File: src/rtl/uart_rx.sv
// uart_rx -- 8N1 UART receiver on a single system clock.
//
// The pin is double-flopped into rx_s. A registered falling-edge detector
// starts a frame. Each bit is sampled near its middle, timed from the start
// edge. A good stop bit loads the byte and gives a one-cycle valid pulse. A
// low stop bit gives a one-cycle framing-error pulse, and the receiver then
// waits for the line to return high. This stops a break (line held low) from
// being decoded as a run of frames.
//
// Ports:
//   i_clk          system clock; all flops use its rising edge
//   i_rst          asynchronous active-high reset
//   i_uart_rx      serial input, asynchronous to i_clk, idle high
//   o_rx_data      last correctly received byte, held until the next good frame
//   o_rx_valid     one-cycle pulse when o_rx_data has just updated
//   o_rx_frame_err one-cycle pulse when the stop bit is sampled low
//   o_uart_busy    high whenever the receiver is not idle
module uart_rx #(
  parameter int CLOCK_FREQUENCY = 200_000_000,
  parameter int BAUD_RATE       = 115200
) (
  input  logic       i_clk,
  input  logic       i_rst,
  input  logic       i_uart_rx,
  output logic [7:0] o_rx_data,
  output logic       o_rx_valid,
  output logic       o_rx_frame_err,
  output logic       o_uart_busy
);

  localparam int CLOCKS_PER_BAUD = CLOCK_FREQUENCY / BAUD_RATE;
  localparam int HALF_BAUD       = CLOCKS_PER_BAUD / 2;
  localparam int CNT_W           = $clog2(CLOCKS_PER_BAUD) + 1;

  localparam logic [CNT_W-1:0] HALF_LAST = CNT_W'(HALF_BAUD - 1);
  localparam logic [CNT_W-1:0] FULL_LAST = CNT_W'(CLOCKS_PER_BAUD - 1);

  typedef enum logic [2:0] {
    S_IDLE,
    S_START,
    S_DATA,
    S_STOP,
    S_WAIT_IDLE
  } state_t;

  // Synchroniser and edge detector.
  logic rx_meta_q;
  logic rx_s_q;
  logic rx_prev_q;
  logic fall_q;

  state_t           state_q, state_d;
  logic [CNT_W-1:0] cnt_q, cnt_d;
  logic [2:0]       bit_idx_q, bit_idx_d;
  logic [7:0]       shift_q, shift_d;
  logic [7:0]       data_q, data_d;
  logic             valid_q, valid_d;
  logic             err_q, err_d;

  logic half_hit;
  logic full_hit;

  assign half_hit = (cnt_q == HALF_LAST);
  assign full_hit = (cnt_q == FULL_LAST);

  // The edge flag is registered, so each sample falls one clock later in its
  // bit. This keeps the stop-bit sample inside the stop bit when the
  // transmitter runs one clock per bit slow (CLOCKS_PER_BAUD+1).
  always_ff @(posedge i_clk or posedge i_rst) begin
    if (i_rst) begin
      rx_meta_q <= 1'b1;
      rx_s_q    <= 1'b1;
      rx_prev_q <= 1'b1;
      fall_q    <= 1'b0;
    end else begin
      rx_meta_q <= i_uart_rx;
      rx_s_q    <= rx_meta_q;
      rx_prev_q <= rx_s_q;
      fall_q    <= rx_prev_q & ~rx_s_q;
    end
  end

  // State and datapath registers.
  always_ff @(posedge i_clk or posedge i_rst) begin
    if (i_rst) begin
      state_q   <= S_IDLE;
      cnt_q     <= '0;
      bit_idx_q <= '0;
      shift_q   <= '0;
      data_q    <= '0;
      valid_q   <= 1'b0;
      err_q     <= 1'b0;
    end else begin
      state_q   <= state_d;
      cnt_q     <= cnt_d;
      bit_idx_q <= bit_idx_d;
      shift_q   <= shift_d;
      data_q    <= data_d;
      valid_q   <= valid_d;
      err_q     <= err_d;
    end
  end

  // Next-state logic.
  always_comb begin
    state_d = state_q;
    case (state_q)
      S_IDLE:      if (fall_q) state_d = S_START;
      S_START:     if (half_hit) state_d = rx_s_q ? S_IDLE : S_DATA;
      S_DATA:      if (full_hit && (bit_idx_q == 3'd7)) state_d = S_STOP;
      S_STOP:      if (full_hit) state_d = rx_s_q ? S_IDLE : S_WAIT_IDLE;
      S_WAIT_IDLE: if (rx_s_q) state_d = S_IDLE;
      default:     state_d = S_IDLE;
    endcase
  end

  // Counter, shift register and output pulses.
  always_comb begin
    cnt_d     = cnt_q + CNT_W'(1);
    bit_idx_d = bit_idx_q;
    shift_d   = shift_q;
    data_d    = data_q;
    valid_d   = 1'b0;
    err_d     = 1'b0;
    case (state_q)
      S_IDLE: begin
        cnt_d     = '0;
        bit_idx_d = '0;
      end
      S_START: begin
        if (half_hit) begin
          cnt_d     = '0;
          bit_idx_d = '0;
        end
      end
      S_DATA: begin
        if (full_hit) begin
          // LSB arrives first, so shift in from the top.
          shift_d   = {rx_s_q, shift_q[7:1]};
          cnt_d     = '0;
          bit_idx_d = bit_idx_q + 3'd1;
        end
      end
      S_STOP: begin
        if (full_hit) begin
          cnt_d = '0;
          if (rx_s_q) begin
            data_d  = shift_q;
            valid_d = 1'b1;
          end else begin
            err_d = 1'b1;
          end
        end
      end
      S_WAIT_IDLE: begin
        // The timing reference is lost, so the counter stays at zero.
        cnt_d = '0;
      end
      default: begin
        cnt_d = '0;
      end
    endcase
  end

  assign o_rx_data      = data_q;
  assign o_rx_valid     = valid_q;
  assign o_rx_frame_err = err_q;
  assign o_uart_busy    = (state_q != S_IDLE);

endmodule

File: config.mk
export PLATFORM = sky130hd
export DESIGN_NAME = uart_rx
export DESIGN_NICKNAME = d
export VERILOG_FILES = /design/src/rtl/uart_rx.sv
export SDC_FILE = /design/constraint.sdc
export NUM_CORES = 1
export LEC_CHECK = 0
export BUFFER_PORTS_ARGS = -buffer_cell sky130_fd_sc_hd__buf_2
export CORE_MARGIN = 1
export CORE_UTILIZATION = 35
export CTS_CLUSTER_SIZE = 28
export DETAILED_ROUTE_END_ITERATION = 8
export GPL_TIMING_DRIVEN = 0
export PLACE_DENSITY_LB_ADDON = 0.25
export SETUP_SLACK_MARGIN = 0.02
export SLEW_MARGIN = 40
export SYNTH_ARGS = -nofsm -noshare
export SYNTH_HDL_FRONTEND = slang
export SYNTH_SLANG_ARGS = --single-unit
export TNS_END_PERCENT = 5
File: constraint.sdc
create_clock -name i_clk -period 2.4 [get_ports i_clk]
set_input_delay 0.48 -clock i_clk [delete_from_list [all_inputs] [get_ports i_clk]]
set_output_delay 0.48 -clock i_clk [all_outputs]
set_load 0.005 [all_outputs]
## Yosys cells after proc, flatten, opt, wreduce, memory -nomap -nowiden

Index checks and enable logic that the tools add are counted.

- Add/sub/neg operators: 2
- Multiply operators: 0
- Div/mod/pow operators: 0
- Magnitude comparators: 0
- Equality and inequality tests: 13
- Shift-type cells: 0
- Multiplexer cells: 20
- Bitwise gates (word level): 2
- Reductions and logical operators: 9

Operators with widths:

| cell | count |
|---|---|
| 12-bit two-way mux | 2 |
| 3-bit two-way mux | 8 |
| 12-bit case mux with 2 select lines | 1 |
| 3-bit case mux with 5 select lines | 1 |
| 12-bit by 1-bit adder with 12-bit output (second input constant) | 1 |
| 12-bit by 10-bit equality test with 1-bit output (second input constant) | 1 |
| 12-bit by 11-bit equality test with 1-bit output (second input constant) | 1 |
| 2-bit != test (second input constant) | 6 |
| 3-bit case mux with 3 select lines | 1 |
| 3-bit by 2-bit equality test with 1-bit output (second input constant) | 2 |
| 3-bit equality test (second input constant) | 2 |
| 1-bit two-way mux | 6 |
| 3-bit AND reduction | 2 |
| 3-bit nonzero test | 2 |
| 5-bit AND reduction | 1 |
| 3-bit by 1-bit adder with 3-bit output (second input constant) | 1 |
| 3-bit by 1-bit equality test with 1-bit output (second input constant) | 1 |
| 3-bit logical NOT | 1 |
| 2-bit two-way mux | 1 |
| 2-bit AND reduction | 1 |
| 2-bit OR reduction | 1 |
| 1-bit bitwise AND | 1 |
| 1-bit logical AND | 1 |
| 1-bit inverter | 1 |

- Register bits after elaboration: 40
- Latch bits: 0
- Memory bits (writable): 0
- Memory bits (read-only): 0
- Word-level logic and storage cells: 57
- Memories: 0

## Depth between registers and ports, before layout

Gate-level depths: netlist of the first run.

- Depth after elaboration: 4
- Depth in mapped cells: 6
- Depth with buffers taken out: 6

## Least setup slack after synthesis of the first run

No wires, ideal clock.

- Kind: reg-to-reg
- Start point: register cnt_q[0]
- End point: register state_q[0]
- Setup time: 0.126 ns
- Arrival: 1.650 ns
- Setup slack: 0.624 ns
- Stages on the path, launching flop included: 6
- Path buffers: 0
- Cell sequence: dfrtp_1 -> ha_1 -> nor4b_4 -> nand3_2 -> mux2_1 -> a221o_1

- Longest elaborated chain between the ends: 4
- Elaborated cells between the ends (all ways): 7

RTL lines:

| element | line | text |
|---|---|---|
| start: declaration | 53 | `logic [CNT_W-1:0] cnt_q, cnt_d;` |
| start signal: assignment | 95 | `cnt_q <= cnt_d;` |
| 12-bit by 11-bit equality test with 1-bit output | 64 | `assign full_hit = (cnt_q == FULL_LAST);` |
| 1-bit logical AND | 110 | `S_DATA: if (full_hit && (bit_idx_q == 3'd7)) state_d = S_STOP;` |
| 2-bit != test (no source line) | n/a |  |
| 5-bit AND reduction (no source line) (*) | n/a |  |
| end signal: assignment | 94 | `state_q <= state_d;` |
| end: declaration | 52 | `state_t state_q, state_d;` |

Mark *: on every way between the ends. The rest lies on a longest branch, timed or not.
A chain may end at the register's enable or synchronous reset.

## Worst setup path in the final report of the first run

- Start point: register cnt_q[0]
- End point: register bit_idx_q[0]

- Longest elaborated chain between the ends: 3
- Elaborated cells between the ends (all ways): 5

RTL lines:

| element | line | text |
|---|---|---|
| 12-bit by 11-bit equality test with 1-bit output or 12-bit by 10-bit equality test with 1-bit output (tied branches) | 64, 63 |  |
| 2-bit != test (no source line) | n/a |  |
| 3-bit AND reduction (no source line) (*) | n/a |  |
| end signal: assignment | 96 | `bit_idx_q <= bit_idx_d;` |
| end: declaration | 54 | `logic [2:0] bit_idx_q, bit_idx_d;` |

Marks and branches as above.

==> parameters.txt, run 1 <==
Parameter                              Value

Timing
  Headroom to the max-slew limit ... 0.687
  Sum of negative setup slack ... 0 ns
  Unrepaired setup endpoints after global routing ... false
  Final count of pins violating max slew ... 0
  Actual slew at the worst max-slew pin ... 0.469 ns
  Count of final hold-check violations ... 0
  Crit share post-route ... 0.839
  Minimum period implied by the final worst setup slack ... 2.01 ns
  Count of final setup violators ... 0
  Fmax ... 0.496 GHz
  Worst Skew ... 0.00850 ns

Drt
  Number of search-and-repair iterations in the first detailed-routing pass ... 4
  Number of antenna-violating nets in the routed design ... 0
  Total length of routed wires ... 3040 microns
  Via total after detailed routing ... 1132
  Avg Vias per Cell ... 4.92
  Number of DRC violations after detailed routing ... 0
  Per-cell routed wire length ... 13.2 microns
  DR iter-0 viols ... 60

Yosys
  Post-Syn Area ... 1770 sq um
  Mux cell area share after synthesis ... 0.115
  Synth Area in Compound Gates ... 0.0425
  XOR/XNOR Fraction of Synth Area ... 0.0495
  Biggest area consumer among synthesized cells ... dfrtp_1
  Library cells used by synthesis ... 36
  Cells taking the most area after synthesis ... dfrtp_1 (52%), mux2_2 (11%), dfstp_2 (4.5%), nor2_1 (3.8%), xnor2_1 (2.5%)
  Syn avg cell area ... 12.5 sq um
  Post-synthesis net count ... 148
  Flip-flop cell with the highest count after synthesis ... dfrtp_1
  Combinational family with the most area after synthesis ... simple AND/OR/NAND/NOR gates
  Flip-flop and latch count after synthesis ... 40
  Basic-gate share of the synthesized area counting and, or, nand and nor cells ... 0.180
  Async S/R FF share, synth ... 1.00
  Post-synth EDFFs ... 0
  Cell types with the highest counts after synthesis ... dfrtp_1 (37), nor2_1 (18), mux2_2 (17)
  Share of the yosys chip area belonging to registers ... 0.568
  Warnings, synthesis ... 0
  Portion of synthesized cell area occupied by the leading cell type ... 0.524
  Count of mapped cells out of synthesis ... 142
  Adder-cell share of the synthesized area ... 0.0212
  Cell with the most instances after synthesis ... dfrtp_1

Cells and area
  FF/Latch Area ... 1000 sq um
  Post-layout util ... 0.426
  Area occupied by multi-input gates ... 722 sq um
  Layout cell share with drive strength beyond 1 ... 0.313
  Total number of nets in the final design ... 169
  Layout fillers ... 472
  Layout area overhead ... 15.4%
  Final antenna diode count ... 0

Clock tree
  Clock tree from TritonCTS ... built
  Hold buffers post-CTS ... 0
  Clock-pin slew reported for the worst setup and hold paths after clock tree synthesis ... 0.07 ns
  Post-CTS Repair Setup Buffers ... 0
  Maximum buffer depth of the clock tree ... 2
  H-tree levels ... 2
  Worst skew pair latency ... 0.28 ns
  Number of clock sinks ... 40
  Root buf cell ... clkbuf_8
  Number of buffers created by CTS ... 5
  Total of cells resized after clock tree synthesis ... 0

Critical path
  Worst reg2reg path depth ... 5
  Largest fanout on the critical path ... 9
  Crit start category ... flop
  Data required time at the worst endpoint ... 2.57 ns
  R2r endpoint ... bit_idx_q[0]
  Worst endpoint data arrival time ... 2.18 ns
  Worst reg-to-reg setup slack ... 0.39 ns
  Startpoint of the lowest-slack register-to-register path ... cnt_q[0]
  WS Path Type ... flop to flop
  Critical Path End Type ... flop

Global route
  Number of antenna violations at the first check in global routing ... 0
  Vias in the first global route ... 1164
  Wire length of the first global-routing pass ... 5270 microns
  Global-route total usage across every layer ... 0.132
  Total overflow reported by the global router ... 0
  Maximum number of pins on one net before global-route repair ... 23

Placement
  HPWL after DPL ... 2150 microns
  Gp weighted congestion ... 0.814
  Number of buffers added on ports ... 13

Floorplanning
  Overall die height ... 73.1 microns
  Floorplan die area ... 5340 sq um
  Std-Cell Core Area ... 4790 sq um
  X dimension of the die ... 73.1 microns
  Number of rows created at floorplan ... 25
  Boundary Pins ... 14
  Initial Util ... 0.369

Status
  Run status ... finished clean

Job
  Number of max-cap violations ... 0

Pwr
  Power density relative to cell area ... 797 nW/um^2
  Max rail drop VDD ... 0.000437 V
  Leakage ... 0.000992 uW

Worst hold path
  Worst min-delay path category ... input port to asynchronous set/reset pin
==> power breakdown <==
part / switching, uW / leakage, uW / internal (uW) / total, uW
Clock: 210 / 0.0000503 / 256 / 466
Sequential: 67.5 / 0.000527 / 750 / 817
Combinational: 185 / 0.000415 / 158 / 343
==> cells in the final DEF (no fill, tap or decap), types with 2 or more instances in the layout <==
master    instances
nor2_1           18
dfrtp_1          37
nand4_1           5
xnor2_1           5
a21oi_1           2
nand2_1           4
inv_1             3
nand3_1           3
and4b_1           2
and4_1            3
nor3_1            3
ha_1              3
xor2_1            5
nor3b_1           2
mux2_2           17
buf_2            15
a22o_1            2
clkbuf_8          7
nor2b_1           4
dfstp_2           3
and3_1            2
==> per-layer routing <==
metal,share of wire,global-route usage,up-vias
met3,0.027,0.0414,6
met1,0.47,0.155,569
met4,0.019,0.0588,0
met5,0,0,-
li1,-,-,540
met2,0.49,0.222,17
==> worst max path at each step <==
stage                              end  cells past startpoint      from  slack (ns)
after floorplan             state_q[0]                      5  cnt_q[0]        0.62
after global placement        cnt_q[8]                      6  cnt_q[0]        0.40
after detailed placement  o_rx_data[3]                      4  cnt_q[0]        0.38
after CTS                 o_rx_data[3]                      4  cnt_q[0]        0.36
after global routing          cnt_q[8]                      6  cnt_q[0]        0.19
final                     bit_idx_q[0]                      5  cnt_q[0]        0.39
==> metrics by stage <==
step / std cells / setup slack, ns / cell area [sq um] / hold slack (ns) / power, uW
after floorplan: 142 / 0.624 / 1770 / 0.345 / 1090
after global placement: 222 / 0.401 / 1920 / 0.346 / 1140
after detailed placement: 223 / 0.382 / 1940 / 0.355 / 1170
after CTS: 230 / 0.358 / 2040 / 0.197 / 1650
after global routing: 230 / 0.191 / 2040 / 0.209 / 1730
final: 230 / 0.385 / 2040 / 0.191 / 1630
==> kinds of logic (layout without fill, tap and decap cells) <==
family / Yosys count / in the layout
xor+xnor: 10 / 10
simple gates: 53 / 53
mux: 18 / 18
compound gates: 10 / 10
flops: 40 / 40
fa+ha+maj: 3 / 3
buf+inv: 8 / 29
==> layout make-up <==
cell class | count | share of cell area
clock buffers | 7 | 0.0472
multi-input cells | 94 | 0.354
repair buffers | 14 | 0.0454
well taps | 67 | 0.0411
plain buffers | 4 | 0.0129
inverters | 4 | 0.00736
flip-flops and latches | 40 | 0.492
==> critical path, cell delays in order (launching register included) <==
cell	delay [ns]
dfrtp_1	0.39
ha_1	0.25
nor4b_4	0.35
nand4_2	0.34
a21o_1	0.29
mux2_2	0.27
==> registers in the layout (all words and copies together), names as in the netlist, 3 cells and up <==
signal	flops
shift_q	8
bit_idx_q	3
state_q	3
cnt_q	12
o_rx_data	8
Note: power is estimated with default switching activity, not from simulation.
==> run 2: changes to the inputs <==
==> constraint.sdc (replaced) <==
create_clock -name i_clk -period 1.9 [get_ports i_clk]
set_input_delay 0.38 -clock i_clk [delete_from_list [all_inputs] [get_ports i_clk]]
set_output_delay 0.38 -clock i_clk [all_outputs]
set_load 0.005 [all_outputs]
==> run 2 against run 1 <==
Non-clock buffer count up 6. Combinational power is 48% higher. Setup slack got worse by 0.31 ns. Final cell count increased by 2.6%. Maximum frequency is 10% higher. Critical path depth unchanged. Total power rose by 31%. Via count rose by 1.6%. Utilization rose by 1.9 points. Design area grew 4.5%. Critical endpoint is now state_q[0]. Largest cell class unchanged. Largest power group unchanged. Highest routed layer unchanged.
==> parameters.txt, run 2 (same netlist as run 1, synthesis figures left out) <==
Parameter                              Value

Critical path
  Crit start category ... flop
  Worst endpoint data arrival time ... 1.99 ns
  Data required time at the worst endpoint ... 2.07 ns
  Critical Path End Type ... flop
  Largest fanout on the critical path ... 7
  WS Path Type ... flop to flop
  Worst reg-to-reg setup slack ... 0.08 ns

Cells and area
  Final design area excluding fillers ... 2130 sq um
  Number of flip-flops under the largest register name ... 12
  Layout cell share with drive strength beyond 1 ... 0.361
  Leading cell type in the layout, fill and taps excluded ... dfrtp_1
  Layout area overhead ... 20.6%
  Largest Register ... cnt_q
  Total number of nets in the final design ... 175
  Commonest cells after routing, fill and taps aside ... dfrtp_1 (37), nor2_1 (18), mux2_2 (17)
  Post-layout util ... 0.445
  Final antenna diode count ... 0

Global route
  Total overflow reported by the global router ... 0
  Global Route met1 Usage ... 0.156
  Number of antenna violations at the first check in global routing ... 0
  Met2 track demand over resource ... 0.226
  Global-route total usage across every layer ... 0.134
  Wire length of the first global-routing pass ... 5330 microns
  Maximum number of pins on one net before global-route repair ... 23
  Vias in the first global route ... 1174
  Most used routing layer ... met2
  Met3 routing resource usage after global routing ... 0.0414

Drt
  Number of DRC violations after detailed routing ... 0
  Number of search-and-repair iterations in the first detailed-routing pass ... 4
  Number of antenna-violating nets in the routed design ... 0
  Per-cell routed wire length ... 13.4 microns
  DR iter-0 viols ... 70
  Via total after detailed routing ... 1150
  Total length of routed wires ... 3170 microns
  Avg Vias per Cell ... 4.87

Timing
  Minimum period implied by the final worst setup slack ... 1.82 ns
  Unrepaired setup endpoints after global routing ... true
  Headroom to the max-slew limit ... 0.703
  Count of final setup violators ... 0
  Fmax ... 0.548 GHz
  Count of final hold-check violations ... 0
  Sum of negative setup slack ... 0 ns
  Final count of pins violating max slew ... 0
  Actual slew at the worst max-slew pin ... 0.445 ns
  Worst Skew ... 0.00510 ns
  Crit share post-route ... 0.960

Pwr
  Max rail drop VDD ... 0.000557 V
  Power density relative to cell area ... 1000 nW/um^2
  Leakage ... 0.00103 uW

Job
  Number of max-cap violations ... 0

Clock tree
  Root buf cell ... clkbuf_8
  Hold buffers post-CTS ... 0
  Worst skew pair latency ... 0.28 ns
  Number of buffers created by CTS ... 5
  H-tree levels ... 2
  Clock-pin slew reported for the worst setup and hold paths after clock tree synthesis ... 0.07 ns
  Clock tree from TritonCTS ... built
  Maximum buffer depth of the clock tree ... 2
  Number of clock sinks ... 40

Floorplanning
  Number of rows created at floorplan ... 25
  Std-Cell Core Area ... 4790 sq um
  Boundary Pins ... 14
  Floorplan die area ... 5340 sq um
  Overall die height ... 73.1 microns
  X dimension of the die ... 73.1 microns
  Initial Util ... 0.369

Placement
  Cell area reported after detailed placement ... 1940 sq um
  Number of buffers added on ports ... 13
  Gp weighted congestion ... 0.814
  HPWL after DPL ... 2150 microns

Status
  Run status ... finished clean

Worst hold path
  Worst min-delay path category ... input port to asynchronous set/reset pin
-- run 2: worst max-delay path: stages (launching register included) --
cell and delay (ns):
dfrtp_1 0.40, ha_4 0.17, nor4b_4 0.34, nand3_4 0.17
mux2_1 0.33, a221o_1 0.29
-- run 2: final cells by class --
class                      count  area (sq um)
fill                         465          2650
sequential                    40          1000
multi-input combinational     94           766
timing repair buffer          20           138
clock buffer                   7          96.3
tap                           67          83.8
buffer                         4          28.8
inverter                       4          15.0
-- run 2: timing repair --
action | in CTS | in global routing
setup endpoints to repair | 22 | 22
resized for setup | 5 | 3
cloned | 0 | 0
pin swaps | 2 | 3
buffers inserted | 1 | 5
-- run 2: final timing paths --
kind,from,end,cells past startpoint
max in group asynchronous,i_rst,rx_meta_q,3
setup reg to reg,cnt_q[1],state_q[0],5
hold / removal,i_rst,o_rx_data[6],2
setup / recovery,cnt_q[1],state_q[0],5
hold reg to reg,rx_meta_q,rx_s_q,0
min in group i_clk,i_uart_rx,rx_meta_q,1
-- run 2: metrics by stage --
stage / setup WS (ns) / std cells / hold slack [ns] / total power [uW]
finish: 0.0763 / 236 / 0.0948 / 2130
global route: -0.0142 / 236 / 0.109 / 2260
CTS: -0.0554 / 231 / 0.0970 / 2120
detailed placement: -0.118 / 223 / 0.355 / 1480
global placement: -0.0985 / 222 / 0.346 / 1440
floorplan: 0.124 / 142 / 0.345 / 1380
-- run 2: metal layers --
metal,up-vias,share of wire
met5,-,0
met4,0,0.017
met3,6,0.034
met2,23,0.50
met1,571,0.45
li1,550,-
-- run 2: where the power goes --
part | internal, uW | switching [uW]
clock | 323 | 263
sequential | 947 | 91.0
combinational | 244 | 264
